$ cat src/rtl/cmd_uart_pkg.sv
// Shared types and constants for the MazeRunner command UART front end.
package cmd_uart_pkg;

    localparam int DEFAULT_BAUD_DIV = 5208;

    localparam logic [7:0] POS_ACK = 8'hA5;
    localparam logic [7:0] NAK     = 8'h5A;

    typedef enum logic [1:0] {RX_IDLE, RX_START, RX_DATA, RX_STOP} rx_state_t;
    typedef enum logic [1:0] {TX_IDLE, TX_START, TX_DATA, TX_STOP} tx_state_t;
    typedef enum logic       {ASM_HI, ASM_LO}                      asm_state_t;

endpackage

$ cat src/rtl/uart_rx_core.sv
// 8N1 receiver: two-flop RX synchroniser, mid-bit sampling FSM, byte/ready/framing-error strobes.
module uart_rx_core
    import cmd_uart_pkg::*;
#(
    parameter int BAUD_DIV = DEFAULT_BAUD_DIV
) (
    input  logic       clk,
    input  logic       rst,
    input  logic       rx,
    output logic [7:0] rx_byte,
    output logic       rx_rdy,
    output logic       frm_err,
    output logic       start_det
);

    localparam int            CW        = $clog2(BAUD_DIV + 1);
    localparam logic [CW-1:0] FULL_LAST = CW'(BAUD_DIV - 1);
    localparam logic [CW-1:0] HALF_LAST = CW'(BAUD_DIV / 2 - 1);

    logic          meta_q, sync_q, prev_q;
    rx_state_t     state_q, state_d;
    logic [CW-1:0] baud_q, baud_d;
    logic [3:0]    bit_q, bit_d;
    logic [7:0]    shift_q, shift_d;
    logic          fall;

    always_ff @(posedge clk) begin
        if (rst) begin
            meta_q  <= 1'b1;
            sync_q  <= 1'b1;
            prev_q  <= 1'b1;
            state_q <= RX_IDLE;
            baud_q  <= '0;
            bit_q   <= '0;
            shift_q <= '0;
        end else begin
            meta_q  <= rx;
            sync_q  <= meta_q;
            prev_q  <= sync_q;
            state_q <= state_d;
            baud_q  <= baud_d;
            bit_q   <= bit_d;
            shift_q <= shift_d;
        end
    end

    assign fall    = prev_q & ~sync_q;
    assign rx_byte = shift_q;

    // Strobes are decoded from registered state so they coincide with the sampling cycle.
    always_comb begin
        state_d   = state_q;
        baud_d    = baud_q;
        bit_d     = bit_q;
        shift_d   = shift_q;
        rx_rdy    = 1'b0;
        frm_err   = 1'b0;
        start_det = 1'b0;
        case (state_q)
            RX_IDLE: begin
                baud_d = '0;
                if (fall) begin
                    start_det = 1'b1;
                    state_d   = RX_START;
                end
            end
            RX_START: begin
                if (baud_q == HALF_LAST) begin
                    baud_d  = '0;
                    bit_d   = '0;
                    state_d = sync_q ? RX_IDLE : RX_DATA;
                end else begin
                    baud_d = baud_q + 1'b1;
                end
            end
            RX_DATA: begin
                if (baud_q == FULL_LAST) begin
                    baud_d  = '0;
                    shift_d = {sync_q, shift_q[7:1]};
                    bit_d   = bit_q + 4'd1;
                    if (bit_q == 4'd7) begin
                        state_d = RX_STOP;
                    end
                end else begin
                    baud_d = baud_q + 1'b1;
                end
            end
            RX_STOP: begin
                if (baud_q == FULL_LAST) begin
                    baud_d  = '0;
                    state_d = RX_IDLE;
                    rx_rdy  = sync_q;
                    frm_err = ~sync_q;
                end else begin
                    baud_d = baud_q + 1'b1;
                end
            end
            default: state_d = RX_IDLE;
        endcase
    end

endmodule

$ cat src/rtl/cmd_uart_wrapper.sv
// MazeRunner serial front end: assembles 2-byte commands from RX and serialises response bytes on TX.
// Build option FRAME_ERR_NAK_EN: automatically transmit NAK (0x5A) on a framing error when TX is idle.
module cmd_uart_wrapper
    import cmd_uart_pkg::*;
#(
    parameter int BAUD_DIV     = DEFAULT_BAUD_DIV,
    parameter int BYTE_TIMEOUT = 65535
) (
    input  logic        clk,
    input  logic        rst,
    input  logic        RX,
    output logic        TX,
    output logic [15:0] cmd,
    output logic        cmd_rdy,
    input  logic        clr_cmd_rdy,
    input  logic [7:0]  resp,
    input  logic        snd_resp,
    output logic        resp_sent,
    output logic        tx_busy,
    output logic        frm_err
);

    localparam int            CW        = $clog2(BAUD_DIV + 1);
    localparam logic [CW-1:0] FULL_LAST = CW'(BAUD_DIV - 1);
    localparam logic [15:0]   GAP_LIMIT = 16'(BYTE_TIMEOUT);

    logic [7:0] rx_byte;
    logic       rx_rdy, frm_err_w, start_det, nak_req;

    uart_rx_core #(.BAUD_DIV(BAUD_DIV)) u_rx (
        .clk       (clk),
        .rst       (rst),
        .rx        (RX),
        .rx_byte   (rx_byte),
        .rx_rdy    (rx_rdy),
        .frm_err   (frm_err_w),
        .start_det (start_det)
    );

    asm_state_t  asm_q, asm_d;
    logic [7:0]  hi_q, hi_d;
    logic [15:0] gap_q, gap_d;
    logic        gap_run_q, gap_run_d;
    logic [15:0] cmd_q, cmd_d;
    logic        cmd_rdy_q, cmd_rdy_d;

    tx_state_t     tx_state_q, tx_state_d;
    logic [CW-1:0] tx_baud_q, tx_baud_d;
    logic [3:0]    tx_bit_q, tx_bit_d;
    logic [7:0]    tx_shift_q, tx_shift_d;
    logic          tx_q, tx_d;
    logic          resp_sent_q, resp_sent_d;

    always_ff @(posedge clk) begin
        if (rst) begin
            asm_q       <= ASM_HI;
            hi_q        <= '0;
            gap_q       <= '0;
            gap_run_q   <= 1'b0;
            cmd_q       <= '0;
            cmd_rdy_q   <= 1'b0;
            tx_state_q  <= TX_IDLE;
            tx_baud_q   <= '0;
            tx_bit_q    <= '0;
            tx_shift_q  <= POS_ACK;
            tx_q        <= 1'b1;
            resp_sent_q <= 1'b0;
        end else begin
            asm_q       <= asm_d;
            hi_q        <= hi_d;
            gap_q       <= gap_d;
            gap_run_q   <= gap_run_d;
            cmd_q       <= cmd_d;
            cmd_rdy_q   <= cmd_rdy_d;
            tx_state_q  <= tx_state_d;
            tx_baud_q   <= tx_baud_d;
            tx_bit_q    <= tx_bit_d;
            tx_shift_q  <= tx_shift_d;
            tx_q        <= tx_d;
            resp_sent_q <= resp_sent_d;
        end
    end

    // Assembler: clears are applied first so a same-cycle completion overrides them.
    always_comb begin
        asm_d     = asm_q;
        hi_d      = hi_q;
        gap_d     = gap_q;
        gap_run_d = gap_run_q;
        cmd_d     = cmd_q;
        cmd_rdy_d = cmd_rdy_q;
        if (clr_cmd_rdy) begin
            cmd_rdy_d = 1'b0;
        end
        if (frm_err_w) begin
            asm_d     = ASM_HI;
            gap_run_d = 1'b0;
        end else begin
            case (asm_q)
                ASM_HI: begin
                    if (start_det) begin
                        cmd_rdy_d = 1'b0;
                    end
                    if (rx_rdy) begin
                        hi_d      = rx_byte;
                        asm_d     = ASM_LO;
                        gap_d     = '0;
                        gap_run_d = 1'b1;
                    end
                end
                ASM_LO: begin
                    if (rx_rdy) begin
                        cmd_d     = {hi_q, rx_byte};
                        cmd_rdy_d = 1'b1;
                        asm_d     = ASM_HI;
                        gap_run_d = 1'b0;
                    end else if (start_det) begin
                        gap_run_d = 1'b0;
                    end else if (gap_run_q) begin
                        if (gap_q >= GAP_LIMIT) begin
                            asm_d     = ASM_HI;
                            gap_run_d = 1'b0;
                        end else if (gap_q != 16'hFFFF) begin
                            gap_d = gap_q + 16'd1;
                        end
                    end
                end
                default: asm_d = ASM_HI;
            endcase
        end
    end

`ifdef FRAME_ERR_NAK_EN
    assign nak_req = frm_err_w & ~snd_resp & (tx_state_q == TX_IDLE);
`else
    assign nak_req = 1'b0;
`endif

    // Transmitter: TX is registered, so the start bit appears the cycle after the request.
    always_comb begin
        tx_state_d  = tx_state_q;
        tx_baud_d   = tx_baud_q;
        tx_bit_d    = tx_bit_q;
        tx_shift_d  = tx_shift_q;
        tx_d        = tx_q;
        resp_sent_d = resp_sent_q;
        case (tx_state_q)
            TX_IDLE: begin
                tx_d = 1'b1;
                if (snd_resp || nak_req) begin
                    tx_shift_d  = nak_req ? NAK : resp;
                    tx_state_d  = TX_START;
                    tx_baud_d   = '0;
                    tx_d        = 1'b0;
                    resp_sent_d = 1'b0;
                end
            end
            TX_START: begin
                if (tx_baud_q == FULL_LAST) begin
                    tx_baud_d  = '0;
                    tx_bit_d   = '0;
                    tx_d       = tx_shift_q[0];
                    tx_state_d = TX_DATA;
                end else begin
                    tx_baud_d = tx_baud_q + 1'b1;
                end
            end
            TX_DATA: begin
                if (tx_baud_q == FULL_LAST) begin
                    tx_baud_d = '0;
                    tx_bit_d  = tx_bit_q + 4'd1;
                    if (tx_bit_q == 4'd7) begin
                        tx_d       = 1'b1;
                        tx_state_d = TX_STOP;
                    end else begin
                        tx_shift_d = tx_shift_q >> 1;
                        tx_d       = tx_shift_q[1];
                    end
                end else begin
                    tx_baud_d = tx_baud_q + 1'b1;
                end
            end
            TX_STOP: begin
                if (tx_baud_q == FULL_LAST) begin
                    tx_baud_d   = '0;
                    tx_state_d  = TX_IDLE;
                    resp_sent_d = 1'b1;
                end else begin
                    tx_baud_d = tx_baud_q + 1'b1;
                end
            end
            default: tx_state_d = TX_IDLE;
        endcase
    end

    assign TX        = tx_q;
    assign cmd       = cmd_q;
    assign cmd_rdy   = cmd_rdy_q;
    assign resp_sent = resp_sent_q;
    assign tx_busy   = (tx_state_q != TX_IDLE);
    assign frm_err   = frm_err_w;

endmodule

$ cat config.mk
export PLATFORM = sky130hd
export DESIGN_NAME = cmd_uart_wrapper
export DESIGN_NICKNAME = d
export VERILOG_FILES = /design/src/rtl/cmd_uart_pkg.sv /design/src/rtl/uart_rx_core.sv /design/src/rtl/cmd_uart_wrapper.sv
export SDC_FILE = /design/constraint.sdc
export NUM_CORES = 1
export LEC_CHECK = 0
export BUFFER_PORTS_ARGS = -buffer_cell sky130_fd_sc_hd__buf_2
export CORE_MARGIN = 10
export CORE_UTILIZATION = 65
export DETAILED_ROUTE_END_ITERATION = 6
export MAX_ROUTING_LAYER = met4
export PLACE_DENSITY = 0.85
export SETUP_SLACK_MARGIN = 0.05
export SYNTH_ARGS = -nofsm -noshare
export SYNTH_HDL_FRONTEND = slang
export SYNTH_SLANG_ARGS = --single-unit
$ cat constraint.sdc
create_clock -name clk -period 5.1 [get_ports clk]
set_clock_uncertainty 0.2 [all_clocks]
set_input_delay 0 -clock clk [delete_from_list [all_inputs] [get_ports clk]]
set_output_delay 0 -clock clk [all_outputs]
set_load 0.005 [all_outputs]
==> impl_results.md, run 1 <==
* Initial antenna violation count at 0
* Synthesized area per cell at 8.25 sq um
* Die height at 106 um
* Synthesized area at 4780 sq um
* Yosys warns at 0
* Tightest Hold Check Type: in2reg
* Synth Net Count at 602
* Crit start category: register
* Filler cells at 586
* Starting density of the core at 66.2%
* # DRC at 0
* Area Overhead vs Synth at 10.2%
* Async SR Flop Fraction at 0%
* Final-stage net count at 628
* Design Area, Final at 5270 sq um
* PwrDens at 326 nW/um^2
* Buffer levels on the longest clock path at 2
* Routability cong. at 0.900
* DR vias/cell at 5.96
* Kind of critical path: reg2reg
* Layout cells sized above 1 at 10.7%
* Sink count of the clock tree at 102
* Synth Flop Type: dfxtp_1
* Post-DP HPWL at 6.75 mm
* Final setup TNS at 0 ns
* Leak Pwr at 1.81 nW
* First-pass GRT wire length at 17.8 mm
* Placed Instance Area at 4930 sq um
* TritonRoute pass-1 iters at 5
* Pin count of the biggest net entering global routing at 83
* Worst Path Max Fanout at 20
* H-tree Lvls at 3
* Clk_lat worst skew at 0.37 ns
* Std cell rows at 31
* CTS buffer count at 9
* Routed vias at 4229
* Fin cells at 709
* Dpl cells at 679
* Antenna cell count at 0
* Maximum VDD drop at 0.452 mV
* Crit path DAT at 3.63 ns
* WL final at 10.3 mm
* DIE WIDTH at 106 um
* Die Footprint at 11200 sq um
* RSZ-0062 raised after global routing: no
* Status: completed
* Tcrit/Tclk final at 69.1%
* First DRT Iteration DRCs at 323
* Sequential fraction of the synthesis area at 42.7%
* Vias in the first global route at 3972
* Clock transition at the registers of the reported paths at 0.10 ns
* Register bit total from synthesis at 102
* Mapped Cells at 579
* Unique masters post-synth at 59
* Congestion Overflow GR at 0
* # IOs at 34
* Setup-failing EPs final at 0
* Tightest Pin Transition at 1.15 ns
* Slew headroom at 23.0%
* Post-synth EDFFs at 0
* CTS tree: yes
* Gr usage total at 19.0%
* Count of final hold-check violations at 0
* Input/output buffers at 33
* Fmax at 0.284 GHz
* Tmin final at 3.52 ns
* CP required at 5.21 ns
* CP endpoint kind: register
* Max Cap Viol at 0
* Post-route ant nets at 0
* Clk root buf: clkbuf_8
* Drt wl/cell at 14.6 um
* Placeable Area at 7210 sq um
* Max-slew violations at 0
## sequential cells by signal (all words and copies together), names as in the netlist, named ones only
signal,flops
hi_q,8
gap_run_q,1
u_rx.sync_q,1
cmd,16
cmd_rdy,1
asm_q,1
tx_state_q,2
tx_baud_q,13
u_rx.meta_q,1
tx_shift_q,8
resp_sent,1
u_rx.state_q,1
tx_bit_q,4
u_rx.bit_q,4
u_rx.rx_byte,8
u_rx.prev_q,1
gap_q,16
u_rx.baud_q,13
TX,1
## where the power goes
part | switching (mW) | total, mW | internal (mW) | leakage [nW]
combinational | 0.212 | 0.336 | 0.125 | 0.877
clock | 0.284 | 0.513 | 0.229 | 0.104
sequential | 0.0304 | 0.871 | 0.840 | 0.825
## cell families after synthesis
group	after synthesis	share of synthesized area, %
xor gates and xnor gates	13	2.38
muxes	14	2.93
buffers and inverters	44	4.01
and+or+nand+nor	263	28.3
adders and majority gates	10	2.62
AOI/OAI and AO/OA	133	17.0
DFF	102	42.7
## critical path, stage by stage, from the launching register on
cell and delay, ns:
dfxtp_1 0.35, or4b_4 0.59, or3_1 0.42, or2_1 0.26, ha_1 0.29, o41ai_2 0.06
buf_4 0.20, or2_1 0.31, or4b_2 0.63, a21oi_1 0.15
## per-stage QoR
step	power [mW]	hold WS (ns)	setup slack (ns)	util, %
6_report	1.72	0.142	1.58	73.0
5_1_grt	1.80	0.135	1.36	73.0
4_1_cts	1.72	0.132	1.57	73.0
3_5_place_dp	1.20	-0.00987	1.60	68.4
3_3_place_gp	1.19	-0.00572	1.65	68.4
2_1_floorplan	1.14	-0.0962	1.85	-
## final cells by class
| class | instances | area, sq um | area share (%) |
|---|---|---|---|
| multi-input combinational | 433 | 2540 | 48.3 |
| sequential | 102 | 2040 | 38.8 |
| timing repair buffer | 50 | 328 | 6.22 |
| clock buffer | 9 | 124 | 2.35 |
| tap | 99 | 124 | 2.35 |
| clock inverter | 7 | 71.3 | 1.35 |
| inverter | 9 | 33.8 | 0.641 |
## worst paths after layout
check,from,to,slack [ns],cells after the start
max reg2reg,u_rx.baud_q[8]$_SDFF_PP0_,gap_q[8]$_SDFFE_PP0P_,1.58,9
min reg2reg,u_rx.meta_q$_SDFF_PP1_,u_rx.sync_q$_SDFF_PP1_,0.22,1
min,RX,u_rx.meta_q$_SDFF_PP1_,0.14,3
max,u_rx.baud_q[8]$_SDFF_PP0_,gap_q[8]$_SDFFE_PP0P_,1.58,9
## per-layer routing
layer	part of all wire [%]	routed length (um)	global-route usage (%)
met4	0.82	85	4.64
met5	0	0	-
met1	45	4660	22.0
met2	49	5040	31.7
met3	5.1	529	5.72
## synthesized netlist by cell type, types with 10 or more instances
| cell type | instances | area [sq um] |
|---|---|---|
| ha_1 | 10 | 125 |
| a21oi_1 | 60 | 300 |
| nand2_1 | 91 | 342 |
| o21ai_0 | 21 | 105 |
| a31oi_1 | 12 | 75.1 |
| dfxtp_1 | 102 | 2040 |
| clkbuf_1 | 25 | 93.8 |
| mux2i_1 | 14 | 140 |
| nand3_1 | 22 | 110 |
| a311oi_1 | 10 | 87.6 |
| nand4_1 | 10 | 62.6 |
| nor2_1 | 47 | 176 |
| and3_1 | 10 | 62.6 |
| nor3_1 | 17 | 85.1 |
## layout by cell type (no fill, tap or decap), drive strengths merged, types with 3 or more instances in the layout
cell         instances
a211oi               7
clkbuf               9
a31oi               12
dfxtp              102
or4                  7
and2                 6
inv                 11
a21oi               60
or3                  5
nor2                47
ha                  10
xor2                 9
nand3b               4
or2                  7
o21ai               21
nor3                17
nor2b                5
nand4               10
clkinv               4
and3                10
mux2i               14
nand2               91
nand3               22
a22oi                4
nor4                 7
or4b                 4
nand2b               9
dlygate4sd3         14
xnor2                4
buf                 36
a311oi              10
a41oi                3
## timing repair
action	CTS	global route
gates resized for setup	0	0
hold buffers	14	0
endpoints found under the hold margin	24	0
buffers inserted	0	0
Power figures use the tool's default switching activity.
==> inputs of run 2 (changes only) <==
Settings changed: ABC_AREA set to 1, CORE_UTILIZATION 65 to 55, PLACE_DENSITY 0.85 to 0.76.
Clock period 5.1 ns to 3.2 ns, I/O delays scaled along.
==> impl_results.md, run 2 <==
* Area share of and/or/nand/nor cells after synthesis at 36.1%
* PwrDens at 479 nW/um^2
* Post-route ant nets at 0
* Tightest Pin Transition at 0.700 ns
* Std cell rows at 35
* CP endpoint kind: register
* Initial antenna violation count at 0
* Crit start category: register
* Worst Path Max Fanout at 13
* Post-DP HPWL at 7.85 mm
* Post-CTS setup buffer count at 0
* Post-synthesis adder-cell area fraction at 2.46%
* Fin cells at 902
* Clk root buf: clkbuf_8
* Async SR Flop Fraction at 0%
* Post-cts sizing count at 0
* Vias in the first global route at 4601
* Starting density of the core at 55.9%
* Synth area leaders: dfxtp_1 (40%), nand2_1 (13%), nor2_1 (11%), o21ai_0 (4.9%), a21oi_1 (4.2%)
* RSZ-0062 raised after global routing: no
* Die height at 116 um
* # IOs at 34
* DR vias/cell at 5.28
* Fmax at 0.364 GHz
* TritonRoute pass-1 iters at 5
* Yosys warns at 0
* First DRT Iteration DRCs at 286
* Register bit total from synthesis at 102
* First-pass GRT wire length at 19.7 mm
* Hold buffers post-CTS at 17
* Synthesized area at 5090 sq um
* Mapped Cells at 744
* Post-synth EDFFs at 0
* CTS tree: yes
* Dpl cells at 869
* Final-stage net count at 809
* Tcrit/Tclk final at 85.8%
* Complex-gate fraction of the synthesized area at 11.7%
* Status: completed
* Max Cap Viol at 0
* Placeable Area at 9110 sq um
* Most common cell after layout, fill and taps aside: nand2_1
* Sequential fraction of the synthesis area at 40.1%
* CP required at 3.26 ns
* Die Footprint at 13500 sq um
* Setup-failing EPs final at 0
* Clk_lat worst skew at 0.37 ns
* Layout cells sized above 1 at 9.73%
* Buffer levels on the longest clock path at 2
* Final setup TNS at 0 ns
* Tightest Hold Check Type: in2reg
* Crit path DAT at 2.81 ns
* Kind of critical path: reg2reg
* R2r worst-path depth at 10
* Post-synthesis mux area share at 0.394%
* Tot Pwr at 2.71 mW
* Synth Flop Type: dfxtp_1
* Input/output buffers at 33
* Tmin final at 2.75 ns
* Hold WS at 0.167 ns
* Routed vias at 4760
* Antenna cell count at 0
* Area Overhead vs Synth at 11.4%
* H-tree Lvls at 3
* Slew headroom at 53.4%
* Pin count of the biggest net entering global routing at 37
* Top-area cell type share of the netlist area at 40.1%
* Leak Pwr at 2.48 nW
* Count leader, synth: nand2_1
* Crit path setup slack, layout at 0.453 ns
* Unique masters post-synth at 42
* Most frequent cells in the layout: nand2_1 (171), nor2_1 (152), dfxtp_1 (102)
* DIE WIDTH at 116 um
* Count of final hold-check violations at 0
* Post-Synth XOR/XNOR Area at 1.89%
* Gr usage total at 17.8%
* Synthesized area per cell at 6.84 sq um
* Setup WS pre-CTS at 0.648 ns
* Drt wl/cell at 12.3 um
* Hold depth at 3
* Congestion Overflow GR at 0
* CTS buffer count at 9
* Max-slew violations at 0
* # DRC at 0
* Clock transition at the registers of the reported paths at 0.10 ns
* Synth Net Count at 767
* Sink count of the clock tree at 102
* Maximum VDD drop at 0.296 mV
* Largest family of logic cells by synthesized area: simple AND/OR/NAND/NOR gates
* Most frequent cells after synthesis: nand2_1 (171), nor2_1 (152), dfxtp_1 (102)
* Routability cong. at 0.920
* WL final at 11.1 mm
* Synth area leader: dfxtp_1
[run 2: cell types whose count changed after synthesis, moves of 8 or more]
cell,before,now
nor2_1,47,152
nand2_1,91,171
inv_1,9,54
o21ai_0,21,50
a21oi_1,60,43
nand3_1,22,39
clkbuf_1,25,10
a31oi_1,12,0
mux2i_1,14,2
nand4_1,10,21
a311oi_1,10,0
o21ai_1,0,10
nand2b_1,9,0
and3_1,10,2
[run 2: area by class of cell]
cell class	instances	area, sq um
clock buffer	10	138
clock inverter	6	61.3
fill	852	3440
inverter	62	235
multi-input combinational	555	2670
sequential	102	2040
tap	111	139
timing repair buffer	56	380
[run 2: critical path: stages (launching register included)]
cell and delay, ns:
dfxtp_1 0.40, inv_1 0.08, ha_1 0.24, inv_2 0.17, nor2_1 0.06, buf_4 0.18
inv_2 0.16, nand3_1 0.31, nand2_1 0.15, a21oi_1 0.07, dlygate4sd3_1 0.60
[run 2: path summary, 6_finish.rpt]
kind	from	end	slack, ns
max	tx_state_q[0]$_SDFFE_PP0P_	tx_shift_q[1]$_SDFFE_PP0P_	0.45
min reg2reg	u_rx.meta_q$_SDFF_PP1_	u_rx.sync_q$_SDFF_PP1_	0.22
max reg2reg	tx_state_q[0]$_SDFFE_PP0P_	tx_shift_q[1]$_SDFFE_PP0P_	0.45
min	RX	u_rx.meta_q$_SDFF_PP1_	0.17
[run 2: layer usage]
| metal | up-vias | routed length, um | global-route usage (%) |
|---|---|---|---|
| met5 | - | 0 | - |
| met4 | 0 | 92 | 5.00 |
| met3 | 11 | 414 | 4.01 |
| met2 | 97 | 5510 | 31.1 |
| met1 | 2166 | 5080 | 20.0 |
| li1 | 2486 | - | - |
[run 2: power by group]
group	internal, mW	switching [mW]
sequential	1.34	0.0459
combinational	0.192	0.334
clock	0.326	0.473
total	1.86	0.853
[run 2: through the flow]
step	util (%)	area, sq um
5_1_grt	62.2	5670
4_1_cts	62.2	5670
6_report	62.2	5670
3_3_place_gp	58.2	5300
2_1_floorplan	-	5090
3_5_place_dp	58.2	5300
[run 2: kinds of logic after synthesis]
family | count (synthesis)
xor gates and xnor gates | 11
adders and majority gates | 10
muxes | 2
AOI/OAI and AO/OA | 113
DFF | 102
buffers and inverters | 87
and+or+nand+nor | 419
==> inputs of run 3 (changes only) <==
Settings changed: ABC_AREA 1 to unset, CORE_UTILIZATION 55 to 65, PLACE_DENSITY 0.76 to 0.85.
Clock period 3.2 ns to 3.4 ns, I/O delays scaled along.
==> impl_results.md, run 3 (synthesis gave the netlist of run 1 again) <==
* H-tree Lvls at 3
* Buffer levels on the longest clock path at 2
* Input/output buffers at 33
* Starting density of the core at 66.2%
* Sink count of the clock tree at 102
* Tightest Hold Check Type: in2reg
* Vias in the first global route at 4067
* Routability cong. at 0.884
* Violated checks: DRC
* Routed vias at 4361
* CTS buffer count at 9
* Tcrit/Tclk final at 96.4%
* Fmax at 0.305 GHz
* Pin count of the biggest net entering global routing at 41
* DIE WIDTH at 106 um
* # IOs at 34
* Die height at 106 um
* Layout cells sized above 1 at 12.8%
* Hold depth at 3
* Final setup TNS at 0 ns
* Die Footprint at 11200 sq um
* Status: finished with violations
* R2R Setup Slk at 0.12 ns
* # DRC at 2
* Crit path setup slack, layout at 0.122 ns
* Post-DP HPWL at 7.01 mm
* Most frequent cells in the layout: dfxtp_1 (101), nand2_1 (91), a21oi_1 (59)
* TritonRoute pass-1 iters at 7
* Clk root buf: clkbuf_8
* First DRT Iteration DRCs at 251
* Leak Pwr at 1.85 nW
* DR vias/cell at 6.07
* Initial antenna violation count at 0
* Dpl cells at 687
* Hold WS at 0.162 ns
* CP endpoint kind: register
* Antenna cell count at 0
* RSZ-0062 raised after global routing: no
* R2r worst-path depth at 8
* Fin cells at 718
* Final core occ at 74.7%
* CP required at 3.50 ns
* Count of final hold-check violations at 0
* Worst Path Max Fanout at 6
* Placeable Area at 7210 sq um
* Max-slew violations at 0
* Crit path DAT at 3.38 ns
* Most common cell after layout, fill and taps aside: dfxtp_1
* PwrDens at 490 nW/um^2
* Gr usage total at 19.3%
* CTS tree: yes
* Area Overhead vs Synth at 12.8%
* First-pass GRT wire length at 18.2 mm
* Clk_lat worst skew at 0.36 ns
* Setup-failing EPs final at 0
* Congestion Overflow GR at 0
* Tightest Pin Transition at 1.15 ns
* Clock transition at the registers of the reported paths at 0.10 ns
* Post-route ant nets at 0
* Slew headroom at 23.2%
* Kind of critical path: reg2reg
* Crit start category: register
* WL final at 11.0 mm
* Std cell rows at 31
* Final-stage net count at 637
* Max Cap Viol at 0
* Maximum VDD drop at 0.436 mV
* Drt wl/cell at 15.3 um
* Setup WS pre-CTS at 0.110 ns
* Tmin final at 3.28 ns
run 3: cell types whose count changed in the layout (fill, tap and decap cells not counted), sizes merged, moves of 12 or more:
cell   change
o21ai     -39
nor2     -110
inv       -52
a31oi     +12
a21oi     +16
nand3     -19
mux2i     +12
nand2     -83
run 3: worst max-delay path: stages, from the launching register on:
cell,delay (ns)
dfxtp_1,0.35
or4b_4,0.54
or3_1,0.38
or2_1,0.29
ha_4,0.29
o41ai_4,0.11
or4_1,0.51
or3_1,0.39
a21oi_2,0.17
run 3: metal layers:
layer	global-route usage, %	wire, um	vias to the layer above
met3	4.69	620	14
met4	6.87	147	0
met5	-	0	-
li1	-	-	2146
met1	22.6	4710	2063
met2	31.5	5500	138
run 3: final cells by class:
type	count	area, sq um
Sequential cell	102	2040
Multi-Input combinational cell	433	2580
Clock inverter	7	91.3
Clock buffer	9	124
Tap cell	99	124
Inverter	9	33.8
Timing Repair Buffer	59	395
Fill cell	552	1830
run 3: path summary, 6_finish.rpt:
check,start,endpoint
worst min register to register,u_rx.meta_q$_SDFF_PP1_,u_rx.sync_q$_SDFF_PP1_
worst max register to register,u_rx.baud_q[8]$_SDFF_PP0_,gap_q[14]$_SDFFE_PP0P_
worst max-delay path,u_rx.baud_q[8]$_SDFF_PP0_,gap_q[14]$_SDFFE_PP0P_
worst min-delay path,RX,u_rx.meta_q$_SDFF_PP1_
run 3: power breakdown:
part | total (mW) | internal (mW) | switching [mW]
logic | 0.525 | 0.199 | 0.327
registers | 1.31 | 1.26 | 0.0473
clock network | 0.807 | 0.358 | 0.449
run 3: timing repair:
item / 4_1_cts / 5_1_grt
hold endpoints to repair: 38 / 0
gates resized for setup: 0 / 6
hold buffers: 14 / 0
buffers inserted: 0 / 1
setup endpoints to repair: 0 / 4
run 3: per-stage QoR:
stage / total power, mW / area (sq um)
final: 2.64 / 5390
after global routing: 2.76 / 5390
after CTS: 2.64 / 5350
after detailed placement: 1.82 / 4990
after global placement: 1.80 / 4990
after floorplan: 1.71 / 4780
